**src/rtl/uart_pkg.sv**
```systemverilog
// Shared UART definitions: the system clock divider and the receive timeout FSM states.
package uart_pkg;

    // System clocks per UART bit period; must track the baud generator configuration.
    localparam int UART_CLK_DIV = 16;

    typedef enum logic [1:0] {
        T_EMPTY,
        T_COUNT,
        T_FIRED
    } uart_tmo_state_t;

endpackage

```
**src/rtl/uart_fifo_core.sv**
```systemverilog
// First-word-fall-through FIFO with extra-MSB pointers; shared by the RX and TX paths.
module uart_fifo_core #(
    parameter int WIDTH = 8,
    parameter int DEPTH = 16,
    localparam int AW = $clog2(DEPTH)
) (
    input  logic             clk,
    input  logic             rstn,
    input  logic             push,
    input  logic [WIDTH-1:0] push_data,
    input  logic             pop,
    input  logic             flush,
    output logic [WIDTH-1:0] pop_data,
    output logic             empty,
    output logic             full,
    output logic [AW:0]      level,
    output logic             push_ok,
    output logic             pop_ok
);

    logic [WIDTH-1:0] mem [DEPTH];
    logic [AW:0]      wr_ptr;
    logic [AW:0]      rd_ptr;

    assign empty    = (wr_ptr == rd_ptr);
    assign full     = (wr_ptr[AW] != rd_ptr[AW]) && (wr_ptr[AW-1:0] == rd_ptr[AW-1:0]);
    assign level    = wr_ptr - rd_ptr;
    assign pop_data = mem[rd_ptr[AW-1:0]];

    // Handshake: push is accepted when not full, or when full but a pop frees the slot
    // in the same cycle; pop is accepted only when not empty. Flush overrides both.
    assign pop_ok  = pop & ~empty & ~flush;
    assign push_ok = push & ~flush & (~full | pop_ok);

    always_ff @(posedge clk or negedge rstn) begin
        if (!rstn) begin
            wr_ptr <= '0;
            rd_ptr <= '0;
        end else if (flush) begin
            wr_ptr <= '0;
            rd_ptr <= '0;
        end else begin
            if (push_ok) wr_ptr <= wr_ptr + 1'b1;
            if (pop_ok)  rd_ptr <= rd_ptr + 1'b1;
        end
    end

    always_ff @(posedge clk) begin
        if (push_ok) mem[wr_ptr[AW-1:0]] <= push_data;
    end

endmodule

```
**src/rtl/uart_rx_fifo.sv**
```systemverilog
// UART receive buffer: captures each completed byte into a FIFO and raises
// 16550-style overrun, character-timeout and threshold interrupts.
module uart_rx_fifo
    import uart_pkg::*;
#(
    parameter int DEPTH          = 16,
    parameter int TIMEOUT_CYCLES = 40 * UART_CLK_DIV,
    localparam int AW = $clog2(DEPTH),
    localparam int TW = $clog2(TIMEOUT_CYCLES)
) (
    input  logic            clk,
    input  logic            rstn,
    input  logic            rx_ready,
    input  logic [7:0]      rx_data,
    input  logic            pop,
    input  logic            flush,
    input  logic            clr_overrun,
    input  logic [AW:0]     thresh,
    output logic [7:0]      pop_data,
    output logic            empty,
    output logic            full,
    output logic [AW:0]     level,
    output logic            overrun,
    output logic            timeout,
    output logic            irq,
    output uart_tmo_state_t tmo_state
);

    logic          rdy_q;
    logic          push;
    logic          push_ok;
    logic          pop_ok;
    logic          act;
    logic [AW:0]   level_nxt;
    logic [TW-1:0] tcnt;

    // rdy_q resets high so a level already present at reset release is not taken as a new byte.
    always_ff @(posedge clk or negedge rstn) begin
        if (!rstn) rdy_q <= 1'b1;
        else       rdy_q <= rx_ready;
    end

    assign push = rx_ready & ~rdy_q;

    uart_fifo_core #(
        .WIDTH (8),
        .DEPTH (DEPTH)
    ) u_core (
        .clk       (clk),
        .rstn      (rstn),
        .push      (push),
        .push_data (rx_data),
        .pop       (pop),
        .flush     (flush),
        .pop_data  (pop_data),
        .empty     (empty),
        .full      (full),
        .level     (level),
        .push_ok   (push_ok),
        .pop_ok    (pop_ok)
    );

    assign level_nxt = level + (AW+1)'(push_ok) - (AW+1)'(pop_ok);
    assign act       = push | pop_ok;

    always_ff @(posedge clk or negedge rstn) begin
        if (!rstn)                                       overrun <= 1'b0;
        else if (push && full && !pop_ok && !flush)      overrun <= 1'b1;
        else if (clr_overrun)                            overrun <= 1'b0;
    end

    // Any receive or read activity, including a byte dropped on overrun, restarts the idle count.
    always_ff @(posedge clk or negedge rstn) begin
        if (!rstn) begin
            tmo_state <= T_EMPTY;
            tcnt      <= '0;
            timeout   <= 1'b0;
        end else if (flush) begin
            tmo_state <= T_EMPTY;
            tcnt      <= '0;
            timeout   <= 1'b0;
        end else begin
            case (tmo_state)
                T_EMPTY: begin
                    tcnt <= '0;
                    if (level_nxt != '0) tmo_state <= T_COUNT;
                end
                T_COUNT: begin
                    if (act) begin
                        tcnt <= '0;
                        if (level_nxt == '0) tmo_state <= T_EMPTY;
                    end else if (tcnt == TW'(TIMEOUT_CYCLES - 1)) begin
                        tmo_state <= T_FIRED;
                        timeout   <= 1'b1;
                    end else begin
                        tcnt <= tcnt + 1'b1;
                    end
                end
                T_FIRED: begin
                    if (act) begin
                        tcnt      <= '0;
                        timeout   <= 1'b0;
                        tmo_state <= (level_nxt == '0) ? T_EMPTY : T_COUNT;
                    end
                end
                default: begin
                    tmo_state <= T_EMPTY;
                    tcnt      <= '0;
                    timeout   <= 1'b0;
                end
            endcase
        end
    end

    assign irq = ((thresh != '0) && (level >= thresh)) | timeout | overrun;

endmodule
```
**config.mk**
```make
export PLATFORM = sky130hd
export DESIGN_NAME = uart_rx_fifo
export DESIGN_NICKNAME = d
export VERILOG_FILES = /design/src/rtl/uart_pkg.sv /design/src/rtl/uart_fifo_core.sv /design/src/rtl/uart_rx_fifo.sv
export SDC_FILE = /design/constraint.sdc
export NUM_CORES = 1
export LEC_CHECK = 0
export ABC_AREA = 1
export CAP_MARGIN = 20
export CORE_MARGIN = 2
export CORE_UTILIZATION = 56
export CTS_BUF_LIST = sky130_fd_sc_hd__clkbuf_4 sky130_fd_sc_hd__clkbuf_8
export DETAILED_ROUTE_END_ITERATION = 8
export GPL_TIMING_DRIVEN = 1
export MAX_ROUTING_LAYER = met4
export PLACE_DENSITY = 0.85
export SETUP_SLACK_MARGIN = 0.2
export SLEW_MARGIN = 20
export SYNTH_ARGS = -nofsm -noshare
export SYNTH_HDL_FRONTEND = slang
export SYNTH_SLANG_ARGS = --single-unit
```
**constraint.sdc**
```tcl
create_clock -name clk -period 2.96 [get_ports clk]
set_input_delay 0.592 -clock clk [delete_from_list [all_inputs] [get_ports clk]]
set_output_delay 0.592 -clock clk [all_outputs]
set_load 0.01 [all_outputs]
```
Word-level counts from Yosys, hierarchy flattened
Memory sizes are Yosys's and may differ from the RTL's.
Index checks and enable logic that the tools add are counted.
{"block": "word_totals", "register_bits": 25, "ramBits": 128, "in_bits": 19, "elab_cells": 85, "n_memories": 1}
{"block": "op_classes", "addsub": 6, "order_cmp": 1, "n_eq_ne": 14, "muxes": 26, "bitwise": 13, "reduce_logical": 17}
{"name": "u_core.mem", "words": 16, "word_bits": 8, "read_ports": 1, "rd_ports_with_merged_regs": 0, "write_ports": 1, "line": "uart_fifo_core.sv:21", "text": "logic [WIDTH-1:0] mem [DEPTH];"}
{"op": "two-way mux 10 bit", "count": 4}
{"op": "two-way mux 5 bit", "count": 4}
{"op": "case mux 10 bit (2 select lines)", "count": 1}
{"op": "two-way mux 2 bit", "count": 6}
{"op": "inequality test 3 bit, second input constant", "count": 4}
{"op": "inequality test 4 bit, second input constant", "count": 3}
{"op": "adder 10 x 1 -> 10 bit, second input constant", "count": 1}
{"op": "adder 5 x 1 -> 5 bit, second input constant", "count": 2}
{"op": "equality test 10 bit, second input constant", "count": 1}
{"op": "nonzero test 5 bit", "count": 2}
{"op": "two-way mux 1 bit", "count": 9}
{"op": "AND reduction 4 bit", "count": 2}
{"op": "case mux 2 bit (3 select lines)", "count": 1}
{"op": "nonzero test 2 bit", "count": 3}
{"op": "adder 5 x 1 -> 5 bit", "count": 1}
{"op": "bitwise AND 1 bit", "count": 5}
{"op": "equality test 5 bit", "count": 1}
{"op": ">= comparator 5 bit", "count": 1}
{"op": "logical AND 1 bit", "count": 5}
{"op": "logical NOT 5 bit", "count": 1}
{"op": "subtractor 5 x 1 -> 5 bit", "count": 1}
{"op": "subtractor 5 bit", "count": 1}
{"op": "equality test 4 bit", "count": 1}
{"op": "inverter 1 bit", "count": 4}
{"op": "other kinds (9)", "count": 13}

Depth between registers and ports, before layout
{"block": "depth", "word_depth": 13, "depth_mapped": 25, "depth_no_buf": 24}

Cells and area by module
Synthesis repeated with hierarchy kept, for this count alone.
{"block": "unflattened", "hier_cells": 851, "hier_area_um2": 7729.9}
{"mod": "uart_fifo_core", "n_inst": 1, "cells_each": 679, "area_per_inst_um2": 6470.0, "seq_area_each_um2": 4093.9}
{"mod": "uart_rx_fifo", "n_inst": 1, "cells_each": 172, "area_per_inst_um2": 1260.0, "seq_area_each_um2": 376.6}

Worst setup path after synthesis
Ideal clock, no wire load.
{"block": "synth_timing", "path_kind": "register to register", "startpoint": "reg u_core.rd_ptr[1]", "endpoint": "reg tmo_state[0]", "arrival_time_ns": 3.405, "required_ns": 2.843, "setup_slack_ns": -0.562, "stages_incl_launch_ff": 21, "n_path_buf": 1, "synth_period_minus_slack_ns": 3.522, "path_cell_list": "dfrtp_1 -> inv_1 -> clkbuf_1 -> ha_1 -> nand2_2 -> nor4_1 -> nand2_1 -> nand2_2 -> inv_2 -> nand2_1 -> nand2_1 -> ha_1 -> fa_1 -> xnor2_1 -> nand2_1 -> nor3_1 -> nand3_1 -> nand2_1 -> nor2_1 -> nand2_1 -> nand2_1"}
{"block": "synth_between", "word_cells_on_any_way": 25, "classes_between": "add/sub (3); eq/ne (6); mux (5); bitwise (7); reduce/logical (4)"}
{"item": "from (decl)", "line": "uart_fifo_core.sv:23", "text": "logic [AW:0] rd_ptr;"}
{"item": "from (signal assigned)", "line": "uart_fifo_core.sv:44", "text": "if (pop_ok) rd_ptr <= rd_ptr + 1'b1;"}
{"item": "equality test 4 bit *", "line": "uart_fifo_core.sv:26", "text": "assign full = (wr_ptr[AW] != rd_ptr[AW]) && (wr_ptr[AW-1:0] == rd_ptr[AW-1:0]);"}
{"item": "logical AND 1 bit *", "line": "uart_fifo_core.sv:26"}
{"item": "net full", "line": "uart_rx_fifo.sv:21", "text": "output logic full,"}
{"item": "inverter 1 bit *", "line": "uart_fifo_core.sv:33", "text": "assign push_ok = push & ~flush & (~full | pop_ok);"}
{"item": "OR 1 bit *", "line": "uart_fifo_core.sv:33"}
{"item": "bitwise AND 1 bit *", "line": "uart_fifo_core.sv:33"}
{"item": "adder 5 x 1 -> 5 bit *", "line": "uart_rx_fifo.sv:63", "text": "assign level_nxt = level + (AW+1)'(push_ok) - (AW+1)'(pop_ok);"}
{"item": "subtractor 5 x 1 -> 5 bit *", "line": "uart_rx_fifo.sv:63"}
{"item": "logical NOT 5 bit", "line": "uart_rx_fifo.sv:91, uart_rx_fifo.sv:103"}
{"item": "two-way mux 1 bit", "line": "uart_rx_fifo.sv:103", "text": "tmo_state <= (level_nxt == '0) ? T_EMPTY : T_COUNT;"}
{"item": "two-way mux 2 bit", "line": "uart_rx_fifo.sv:100", "text": "if (act) begin"}
{"item": "case mux 2 bit (3 select lines)", "line": "uart_rx_fifo.sv:83", "text": "case (tmo_state)"}
{"item": "two-way mux 2 bit", "line": "uart_rx_fifo.sv:78", "text": "end else if (flush) begin"}
{"item": "to (signal assigned)", "line": "uart_rx_fifo.sv:103"}
{"item": "to (decl)", "line": "uart_rx_fifo.sv:26", "text": "output uart_tmo_state_t tmo_state"}
The timed path passes the listed nets; every way through them passes the cells marked *. The select of a mux whose other input is x is not followed.
A chain may end at the register's enable or synchronous reset.

Worst setup path in the final report
{"block": "layout_timing", "startpoint": "reg u_core.wr_ptr[0]", "endpoint": "out irq"}
{"block": "layout_between", "elab_chain_len": 5}
{"item": "from (decl)", "line": "uart_fifo_core.sv:22", "text": "logic [AW:0] wr_ptr;"}
{"item": "from (signal assigned)", "line": "uart_fifo_core.sv:43", "text": "if (push_ok) wr_ptr <= wr_ptr + 1'b1;"}
{"item": "subtractor 5 bit", "line": "uart_fifo_core.sv:27", "text": "assign level = wr_ptr - rd_ptr;"}
{"item": ">= comparator 5 bit", "line": "uart_rx_fifo.sv:115", "text": "assign irq = ((thresh != '0) && (level >= thresh)) | timeout | overrun;"}
{"item": "logical AND 1 bit", "line": "uart_rx_fifo.sv:115"}
{"item": "OR 1 bit (2 in series)", "line": "uart_rx_fifo.sv:115"}
{"item": "to (decl)", "line": "uart_rx_fifo.sv:25", "text": "output logic irq,"}
Every way passes these cells.

==> flow_summary_export.csv <==
group,metric,value,unit
worst_setup_path,critPathMaxFanout,2,
power,power_density,610.2,nW/µm²
worst_setup_path,crit_family,"adder cells",
clock_tree,clock_path_buffers,2,
place,port_buffers,38,
route,vias,5592,
synth,syn_avg_cell_area,10.86,µm²
global_route,first_global_vias,5275,
timing,setup_ws,-0.1896,ns
worst_setup_path,startpoint_type,"flop",
global_route,grt_pass1_wl,25830,µm
synth,synth_commonest_cells,"edfxtp_1, nor2_1, nand2_1",
die,die_w,115.5,µm
synth,yosysSeqAreaShare,64.20,%
die,fp.coreArea,12060,µm²
synth,ys.flop_type,"edfxtp_1",
die,start_util,57.73,%
worst_setup_path,worst_setup_path_end_kind,"output pin",
route,drt_iter0_drc,643,
synth,synth_edf_count,128,
clock_tree,worstSkewPairLatency,0.47,ns
die,io_pins,39,
timing,fin_crit,3.150,ns
flow_run,maxCapViolCount,0,
worst_setup_path,required,2.37,ns
synth,synth_compound_area_share,11.30,%
clock_tree,cts_root_buffer,"clkbuf_8",
clock_tree,cts_tree,"yes",
timing,finClkSkew,0.01241,ns
global_route,overflow,0,
clock_tree,htree_levels,4,
die,die_h,115.5,µm
synth,yosysMostFrequentCell,"edfxtp_1",
route,avgViaCountPerCell,5.994,
layout,diodes,0,
global_route,grt_usage,26.91,%
worst_setup_path,cpPeakStageDelay,0.55,ns
die,rows,40,
worst_setup_path,cp_cell_sequence,"inv_2 > ha_4 > inv_2 > fa_2 > ha_4 > a21oi_2 > o21bai_1 > a21oi_1 > nor2_1 > o22ai_1 > nand2_1 > buf_2",
synth,ys_ff_latch,153,
place,hpwl,10820,µm
worst_setup_path,cp.arrival,2.56,ns
synth,syn_inst,641,
synth,synth.area.mux_share,0,%
hold_path,hp-class,"primary input to async pin",
layout,nets,792,
synth,syn_nets,681,
route,route.detailed.drc,0,
layout,areaGrowthSynthToFinish,26.81,%
synth,netlist_area,6963,µm²
global_route,grt_max_degree,35,
timing,timing.final.crit_share,106.4,%
worst_setup_path,crit_buf_inv,3,
timing,finalSetupViolations,1,
worst_setup_path,slowest_stage,"fa_2",
place,place_congestion,0.8837,
clock_tree,cts_buffers,17,
global_route,antenna_found_initial,0,
synth,yosys.area_share.simple,15.17,%
synth,yosys.area.top_type,"edfxtp_1",
worst_setup_path,crit_type,"flop to output pin",
synth,synth_fa_ha_area_share,3.989,%
power,power,5.388,mW
route,wl_per_cell,19.75,µm
power,peakVddDrop,0.4686,mV
die,dieArea,13340,µm²
synth,synth-async-reset-ratio,16.34,%
timing,finalHoldViolations,0,
route,dr.pass1.iters,6,
clock_tree,clkTransAtPathRegs,0.09,ns
route,wl,18430,µm
status,failed_checks,"negative setup slack",
clock_tree,cts_hold_buf,0,
timing,rsz0062_at_grt,"true",
timing,max_freq,317.5,MHz
synth,synth_largest_type_area_fraction,55.20,%
synth,yosys.area_share.xor_xnor,1.132,%
timing,maxSlewViolCount,0,
power,p_leak,3.364,nW
status,status,"finished, violations left",
synth,ys_warn_count,0,
synth,synth_top_family_by_area,"simple AND/OR/NAND/NOR gates",
timing,max_slew.worst_pin.slew,0.7172,ns
synth,post_synth_num_cell_types,38,
clock_tree,clock_sinks,153,
layout,drive_gt1_share,26.01,%
synth,synth.area.top_cells,"edfxtp_1, dfrtp_1, nor2_1",
route,ant_nets,0,
layout,post-route-util,73.21,%
timing,maxSlewHeadroom,52.04,%
==> final timing paths <==
check,startpoint,to,slack [ns],cells past startpoint
max,u_core.wr_ptr[0],irq,-0.19,12
min,rstn,u_core.wr_ptr[4],0.49,2
max reg2reg,u_core.wr_ptr[2],tmo_state[0],0.02,18
min reg2reg,tcnt[8],tcnt[8],0.51,2
max in group asynchronous,rstn,rdy_q,2.17,2
min in group clk,tcnt[8],tcnt[8],0.51,2
==> repair_timing <==
| item | in CTS | in global routing |
|---|---|---|
| cloned | 0 | 2 |
| endpoints found under the setup margin | 16 | 13 |
| resized for setup | 44 | 100 |
| buffers inserted | 9 | 17 |
| pin swaps | 19 | 32 |
==> worst reg2reg max path, stage by stage, from the launching register on <==
cell     delay, ns
dfrtp_1       0.43
ha_4          0.33
nand2_4       0.07
nor4_4        0.32
nand2_2       0.10
nand2_2       0.09
inv_2         0.04
nand2_1       0.04
nand2_1       0.05
ha_2          0.19
fa_2          0.40
xnor2_1       0.15
nand2_1       0.10
nor3_4        0.20
nand3_1       0.11
nand2_1       0.07
nor2_1        0.04
nand2_1       0.05
nand2_1       0.05
==> routing by layer <==
metal	up-vias	GRT usage, %	part of all wire, %
li1	2496	-	-
met1	2691	31.32	37
met2	352	44.21	51
met3	53	7.218	9.7
met4	0	11.57	3.0
met5	-	-	0
==> registers in the layout, indices dropped and copies added (netlist names) <==
name           flops
u_core.mem       128
rdy_q              1
timeout            1
tmo_state          2
tcnt              10
u_core.rd_ptr      5
overrun            1
u_core.wr_ptr      5
==> metrics by stage <==
stage	TNS, ns	worst slack [ns]	cell area, µm²	hold slack (ns)	instances
finish	-0.1896	-0.1896	8830	0.4872	933
global route	-0.5901	-0.3299	8830	0.5136	933
CTS	-1.605	-0.2834	8461	0.4930	914
detailed placement	-0.2816	-0.1504	7924	0.4901	873
global placement	-0.1031	-0.07825	7924	0.4625	873
floorplan	-0.03593	-0.03593	7046	0.2964	641
==> layout by cell type (no fill, tap or decap), drive strengths merged, types with 8 or more instances in the layout <==
master           n
o21ai           83
ha              19
buf             88
a21oi            9
xor2             8
inv             53
dfrtp           24
o221ai          12
o22ai           22
nand2           91
clkdlybuf4s50   23
nor2           105
nor3             9
edfxtp         128
clkbuf          22
nand3           39
==> layout make-up <==
type | instances | area [µm²]
fillers | 735 | 3232
repair buffers | 117 | 1070
flip-flops and latches | 153 | 4473
multi-input cells | 414 | 2489
well taps | 168 | 210.2
clock buffers | 19 | 255.2
inverters | 49 | 197.7
clock inverters | 13 | 135.1
==> cell families after synthesis <==
kind of cell | count (synthesis)
AND/OR/NAND/NOR | 249
adder cells (fa/ha/maj) | 21
XOR/XNOR | 9
buffers and inverters | 74
AO/OA/AOI/OAI | 135
flip-flops | 153
==> where the power goes <==
| part | leakage (nW) | total (mW) | switching (mW) | internal, mW |
|---|---|---|---|---|
| registers | 1.49 | 2.39 | 0.0243 | 2.36 |
| clock network | 0.187 | 1.56 | 0.847 | 0.718 |
| logic | 1.69 | 1.44 | 0.818 | 0.618 |
| total | 3.36 | 5.39 | 1.69 | 3.70 |
Power figures use the tool's default switching activity.
